[src/rtl/fp_addsub_seq.sv]
// Iterative single-precision add/subtract: one operand pair at a time,
// bit-serial alignment and normalization, truncating, result held until taken.
module fp_addsub_seq #(
   parameter int EXP_WIDTH = 8,
   parameter int MAN_WIDTH = 23
) (
   input  logic                         clk,
   input  logic                         rst_n,
   input  logic                         in_valid,
   output logic                         in_ready,
   input  logic [EXP_WIDTH+MAN_WIDTH:0] op_a,
   input  logic [EXP_WIDTH+MAN_WIDTH:0] op_b,
   input  logic                         operation_select,
   output logic                         out_valid,
   input  logic                         out_ready,
   output logic [EXP_WIDTH+MAN_WIDTH:0] result,
   output logic [2:0]                   flags,
   output logic                         busy
);
   localparam int W  = EXP_WIDTH + MAN_WIDTH + 1;
   localparam int MW = MAN_WIDTH + 2;
   localparam int CW = $clog2(MAN_WIDTH + 3);
   localparam logic [EXP_WIDTH-1:0] SAT_SHIFT = EXP_WIDTH'(MAN_WIDTH + 2);
   localparam logic [W-1:0] QNAN = {1'b0, {EXP_WIDTH{1'b1}}, 1'b1, {(MAN_WIDTH-1){1'b0}}};

   typedef enum logic [2:0] {S_IDLE, S_ALIGN, S_ADD, S_NORM, S_DONE} state_t;

   state_t               state_q, state_d;
   logic                 sign_q, sign_d;
   logic                 sub_q, sub_d;
   logic [EXP_WIDTH-1:0] exp_q, exp_d;
   logic [MW-1:0]        big_q, big_d;
   logic [MW-1:0]        small_q, small_d;
   logic [CW-1:0]        cnt_q, cnt_d;
   logic [W-1:0]         result_q, result_d;
   logic [2:0]           flags_q, flags_d;

   logic [EXP_WIDTH-1:0] exp_a, exp_b, exp_diff, exp_inc;
   logic [MAN_WIDTH-1:0] man_a, man_b;
   logic [MW-1:0]        mant_a, mant_b, sum;
   logic                 sign_a, sign_b_eff, a_max, b_max, a_nan, b_nan;
   logic                 special_inv, a_big;

   // Operand decode; denormals become signed zero by dropping the hidden bit.
   always_comb begin
      sign_a      = op_a[W-1];
      sign_b_eff  = op_b[W-1] ~^ operation_select;
      exp_a       = op_a[W-2:MAN_WIDTH];
      exp_b       = op_b[W-2:MAN_WIDTH];
      man_a       = op_a[MAN_WIDTH-1:0];
      man_b       = op_b[MAN_WIDTH-1:0];
      mant_a      = (exp_a == '0) ? '0 : {2'b01, man_a};
      mant_b      = (exp_b == '0) ? '0 : {2'b01, man_b};
      a_max       = (exp_a == '1);
      b_max       = (exp_b == '1);
      a_nan       = a_max && (man_a != '0);
      b_nan       = b_max && (man_b != '0);
      special_inv = a_nan || b_nan || (a_max && b_max && (sign_a != sign_b_eff));
      a_big       = (exp_a > exp_b) || ((exp_a == exp_b) && (mant_a >= mant_b));
      exp_diff    = a_big ? (exp_a - exp_b) : (exp_b - exp_a);
   end

   assign sum     = sub_q ? (big_q - small_q) : (big_q + small_q);
   assign exp_inc = exp_q + EXP_WIDTH'(1);

   always_comb begin
      state_d  = state_q;
      sign_d   = sign_q;
      sub_d    = sub_q;
      exp_d    = exp_q;
      big_d    = big_q;
      small_d  = small_q;
      cnt_d    = cnt_q;
      result_d = result_q;
      flags_d  = flags_q;
      case (state_q)
         S_IDLE: begin
            if (in_valid) begin
               if (a_max || b_max) begin
                  result_d = special_inv ? QNAN
                           : {(a_max ? sign_a : sign_b_eff), {EXP_WIDTH{1'b1}}, {MAN_WIDTH{1'b0}}};
                  flags_d  = {1'b0, special_inv, 1'b0};
                  state_d  = S_DONE;
               end else begin
                  sign_d  = a_big ? sign_a : sign_b_eff;
                  sub_d   = sign_a ^ sign_b_eff;
                  exp_d   = a_big ? exp_a : exp_b;
                  big_d   = a_big ? mant_a : mant_b;
                  small_d = a_big ? mant_b : mant_a;
                  cnt_d   = (exp_diff > SAT_SHIFT) ? CW'(MAN_WIDTH + 2) : CW'(exp_diff);
                  state_d = (exp_diff == '0) ? S_ADD : S_ALIGN;
               end
            end
         end
         S_ALIGN: begin
            small_d = small_q >> 1;
            cnt_d   = cnt_q - CW'(1);
            if (cnt_q == CW'(1)) state_d = S_ADD;
         end
         S_ADD: begin
            if (sum == '0) begin
               result_d = '0;
               flags_d  = '0;
               state_d  = S_DONE;
            end else if (sum[MW-1]) begin
               big_d = sum >> 1;
               exp_d = exp_inc;
               if (exp_inc == '1) begin
                  result_d = {sign_q, {EXP_WIDTH{1'b1}}, {MAN_WIDTH{1'b0}}};
                  flags_d  = 3'b001;
                  state_d  = S_DONE;
               end else begin
                  state_d = S_NORM;
               end
            end else begin
               big_d   = sum;
               state_d = S_NORM;
            end
         end
         S_NORM: begin
            if (big_q[MAN_WIDTH]) begin
               result_d = {sign_q, exp_q, big_q[MAN_WIDTH-1:0]};
               flags_d  = '0;
               state_d  = S_DONE;
            end else if (exp_q > EXP_WIDTH'(1)) begin
               big_d = big_q << 1;
               exp_d = exp_q - EXP_WIDTH'(1);
            end else begin
               result_d = '0;
               flags_d  = 3'b100;
               state_d  = S_DONE;
            end
         end
         S_DONE: begin
            if (out_ready) state_d = S_IDLE;
         end
         default: state_d = S_IDLE;
      endcase
   end

   always_ff @(posedge clk or negedge rst_n) begin
      if (!rst_n) begin
         state_q  <= S_IDLE;
         sign_q   <= 1'b0;
         sub_q    <= 1'b0;
         exp_q    <= '0;
         big_q    <= '0;
         small_q  <= '0;
         cnt_q    <= '0;
         result_q <= '0;
         flags_q  <= '0;
      end else begin
         state_q  <= state_d;
         sign_q   <= sign_d;
         sub_q    <= sub_d;
         exp_q    <= exp_d;
         big_q    <= big_d;
         small_q  <= small_d;
         cnt_q    <= cnt_d;
         result_q <= result_d;
         flags_q  <= flags_d;
      end
   end

   assign in_ready  = (state_q == S_IDLE);
   assign out_valid = (state_q == S_DONE);
   assign busy      = (state_q != S_IDLE);
   assign result    = result_q;
   assign flags     = flags_q;

endmodule

[config.mk]
export PLATFORM = sky130hd
export DESIGN_NAME = fp_addsub_seq
export DESIGN_NICKNAME = d
export VERILOG_FILES = /design/src/rtl/fp_addsub_seq.sv
export SDC_FILE = /design/constraint.sdc
export NUM_CORES = 1
export LEC_CHECK = 0
export BUFFER_PORTS_ARGS = -buffer_cell sky130_fd_sc_hd__buf_2
export CAP_MARGIN = 20
export CORE_MARGIN = 4
export CORE_UTILIZATION = 61
export CTS_CLUSTER_DIAMETER = 80
export DETAILED_ROUTE_END_ITERATION = 6
export PLACE_DENSITY_LB_ADDON = 0.12
export SYNTH_ARGS = -nofsm -noshare
export SYNTH_HDL_FRONTEND = slang
export SYNTH_SLANG_ARGS = --single-unit
export TNS_END_PERCENT = 20
[constraint.sdc]
create_clock -name clk -period 5.3 [get_ports clk]
set_clock_uncertainty 0.1 [all_clocks]
set_input_delay 1.325 -clock clk [delete_from_list [all_inputs] [get_ports clk]]
set_output_delay 1.325 -clock clk [all_outputs]
set_load 0.1 [all_outputs]
==> key figures <==
Floorplan
  • Row count: 45
  • Die Area: 0.01772 mm2
  • Top Ports: 107
  • Core ar.: 0.01526 mm2
  • Initial core utilization: 0.6257
  • Die Wd: 133.1 um
  • Die height: 133.1 um

Yosys
  • Mapped Area: 0.009548 mm2
  • Syn_area_per_cell: 7.807 um2
  • Compound-Gate Fraction of Synth Area: 0.2787
  • Synth Area in Simple Gates: 0.2086
  • Synth cell types: 80
  • Synthesized Nets: 1365
  • Cell count after synthesis: 1223
  • Seq/Total Area, Yosys: 0.2647
  • XOR/XNOR Fraction of Synth Area: 0.03944
  • Main combinational cell family by area after synthesis: compound AO/OA/AOI/OAI gates
  • Yosys Warn Count: 0
  • Post-synthesis adder-cell area fraction: 0.09802
  • Async set or reset register ratio after synthesis: 1.000
  • Ys flop type: dfrtp_1
  • Register bit total from synthesis: 101
  • Number of synthesized flops with an enable pin: 0
  • Mux contribution to synthesized area: 0.04993

CTS
  • Clk sinks: 101
  • Clock root buffer: clkbuf_16
  • Clk buf depth: 2
  • Postcts setup bufs: 0
  • Clk_lat worst skew: 350 ps
  • CTS tree: done
  • H-tree depth: 3
  • Post-CTS resize count: 0
  • Worst-path clk slew: 70 ps
  • CTS Hold Bufs: 0
  • TritonCTS Buffers: 9

Setup path
  • Max stage delay cell, worst path: a211o_4
  • Worst-path maximum fanout: 20
  • Critical Path AT: 5200 ps
  • CP top delay family: compound AO/OA/AOI/OAI gates
  • Most frequent CP cell: ha_1
  • Endpoint class of the critical path: flop
  • Slowest Stage Delay on Critical Path: 510 ps
  • Cells along the critical path: inv_1 -> ha_1 -> nor2b_2 -> and2_1 -> a21oi_1 -> xnor2_1 -> ha_1 -> o21ai_0 -> o21bai_1 -> a21o_1 -> a221oi_1 -> mux2i_1 -> nor2_1 -> nor4_1 -> nand4_1 -> a211o_4 -> buf_12 -> a22o_1
  • Critical path class: flop to flop
  • Startpoint Class: flop
  • Req. time, crit path: 5430 ps
  • CP Buf/Inv Count: 2

Route
  • Antenna violation net count after detailed routing: 0
  • Total wire length: 28470 um
  • Post-route DRC: 3
  • Iter 0 DRT Violations: 1183
  • Drt pass-1 iters: 7
  • Avg Vias per Cell: 6.500
  • DR WL/cell: 18.68 um
  • Via count: 9906

Finish
  • N_diodes: 0
  • Non-filler cells in the finished layout: 1524
  • Finished Cell Area: 0.01076 mm2
  • Final #Nets: 1451
  • Most common cell after layout, fill and taps aside: nand2_1
  • P&R area growth vs syn: 12.69%
  • Layout cells sized above 1: 0.1653
  • Most frequent cells in the layout: nand2_1 (126), a21oi_1 (109), nor2_1 (106), buf_2 (105), dfrtp_1 (101)

Timing
  • Final Hold Viols: 0
  • Tmin final: 5071 ps
  • Max-slew violations: 0
  • Worst hold slack: 392.1 ps
  • Final Setup Violations: 0
  • Max_slew headroom: 0.3859
  • Setup_tns: 0 ps
  • FMAX: 197.2 MHz
  • Unrepaired setup endpoints after global routing: false
  • Period utilization: 0.9567
  • Actual slew at the worst max-slew pin: 918.2 ps

Status
  • Status: finished, violations left
  • Failing checks: design-rule violations

GRT
  • GR Util All Layers: 0.3140
  • First-pass GRT wire length: 45430 um
  • Initial antenna violation count: 0
  • Overflow after GRT: 0
  • Vias in the first global route: 8769
  • Largest net degree at the start of global routing: 66

Placement
  • IO Port Bufs: 106
  • Placed Cells: 1508
  • Final HPWL DP: 22500 um
  • GP Congestion: 0.9658
  • Area after DPL: 0.01042 mm2

Worst hold path
  • Tightest Hold Check Type: flop to flop

Job
  • MaxCap Viol Count: 0
==> Yosys cell counts, types with 4 or more instances <==
master	instances	area share
nand2_1	126	0.050
xnor2_1	34	0.031
and3_1	6	0.0039
nand3_1	35	0.018
buf_6	4	0.0047
inv_1	73	0.029
nor2_1	108	0.042
o21ai_0	87	0.046
a21boi_0	4	0.0031
clkbuf_1	56	0.022
mux2_2	24	0.028
a222oi_1	13	0.014
o22ai_1	9	0.0059
a21o_1	26	0.020
a21oi_1	109	0.057
nor2b_1	11	0.0072
mux2_1	5	0.0059
nand2b_1	11	0.0072
o21a_1	6	0.0047
ha_1	70	0.092
a211oi_1	9	0.0071
a31oi_1	9	0.0059
and2_1	10	0.0066
buf_1	4	0.0016
nor4_1	23	0.015
a22oi_1	38	0.030
o221ai_1	5	0.0046
nand4_1	22	0.014
or3_1	4	0.0026
o211ai_1	14	0.011
o31ai_1	5	0.0039
nor3_1	34	0.018
dfrtp_1	101	0.26
mux2i_1	15	0.016
a221oi_1	4	0.0037
xor2_1	9	0.0083
o21ai_1	4	0.0021
a22o_1	23	0.021
==> kinds of logic (layout without fill, tap and decap cells) <==
kind of cell	Yosys count	in the layout
buffers and inverters	143	233
multiplexers	44	44
adder cells (fa/ha/maj)	73	73
XOR/XNOR	43	43
AO/OA/AOI/OAI	404	404
flip-flops	101	101
AND/OR/NAND/NOR	415	415
==> area by class of cell <==
class / instances / area [um2]
clock inverters: 6 / 68.82
clock buffers: 9 / 225.2
repair buffers: 144 / 884.6
multi-input cells: 979 / 6511
flip-flops and latches: 101 / 2527
well taps: 211 / 264.0
fillers: 1325 / 4499
inverters: 74 / 277.8
==> sequential cells by signal, indices dropped and copies added (netlist names), 3 cells and up <==
name     count
result      32
big_q       24
state_q      3
flags        3
cnt_q        5
small_q     24
exp_q        8
==> path summary, 6_finish.rpt <==
path / startpoint / end / slack, ps / cells past startpoint
worst min register to register: result[31] / result[31] / 390 / 1
max in group asynchronous: rst_n / small_q[22] / 3120 / 2
min in group asynchronous: rst_n / result[28] / 960 / 1
worst max-delay path: small_q[0] / result[3] / 230 / 18
worst min-delay path: result[31] / result[31] / 390 / 1
worst max register to register: small_q[0] / result[3] / 230 / 18
==> layer usage <==
layer,vias to the layer above,GRT usage,routed length (um)
met1,4601,0.4832,12700
met3,58,0.04532,3066
met4,0,0.09086,682
met2,554,0.4582,12020
met5,-,0,0
li1,4693,-,-
==> stage by stage <==
stage               setup slack [ps]  utilization
finish                         229.4       0.7051
global route                  0.2198       0.7051
CTS                            62.20       0.7018
detailed placement             38.54       0.6826
global placement               103.3       0.6826
floorplan                      394.1            -
Power is left out: the tool's default activity adds up to more than one toggle a clock period on the data nets, which glitch-free logic cannot reach.
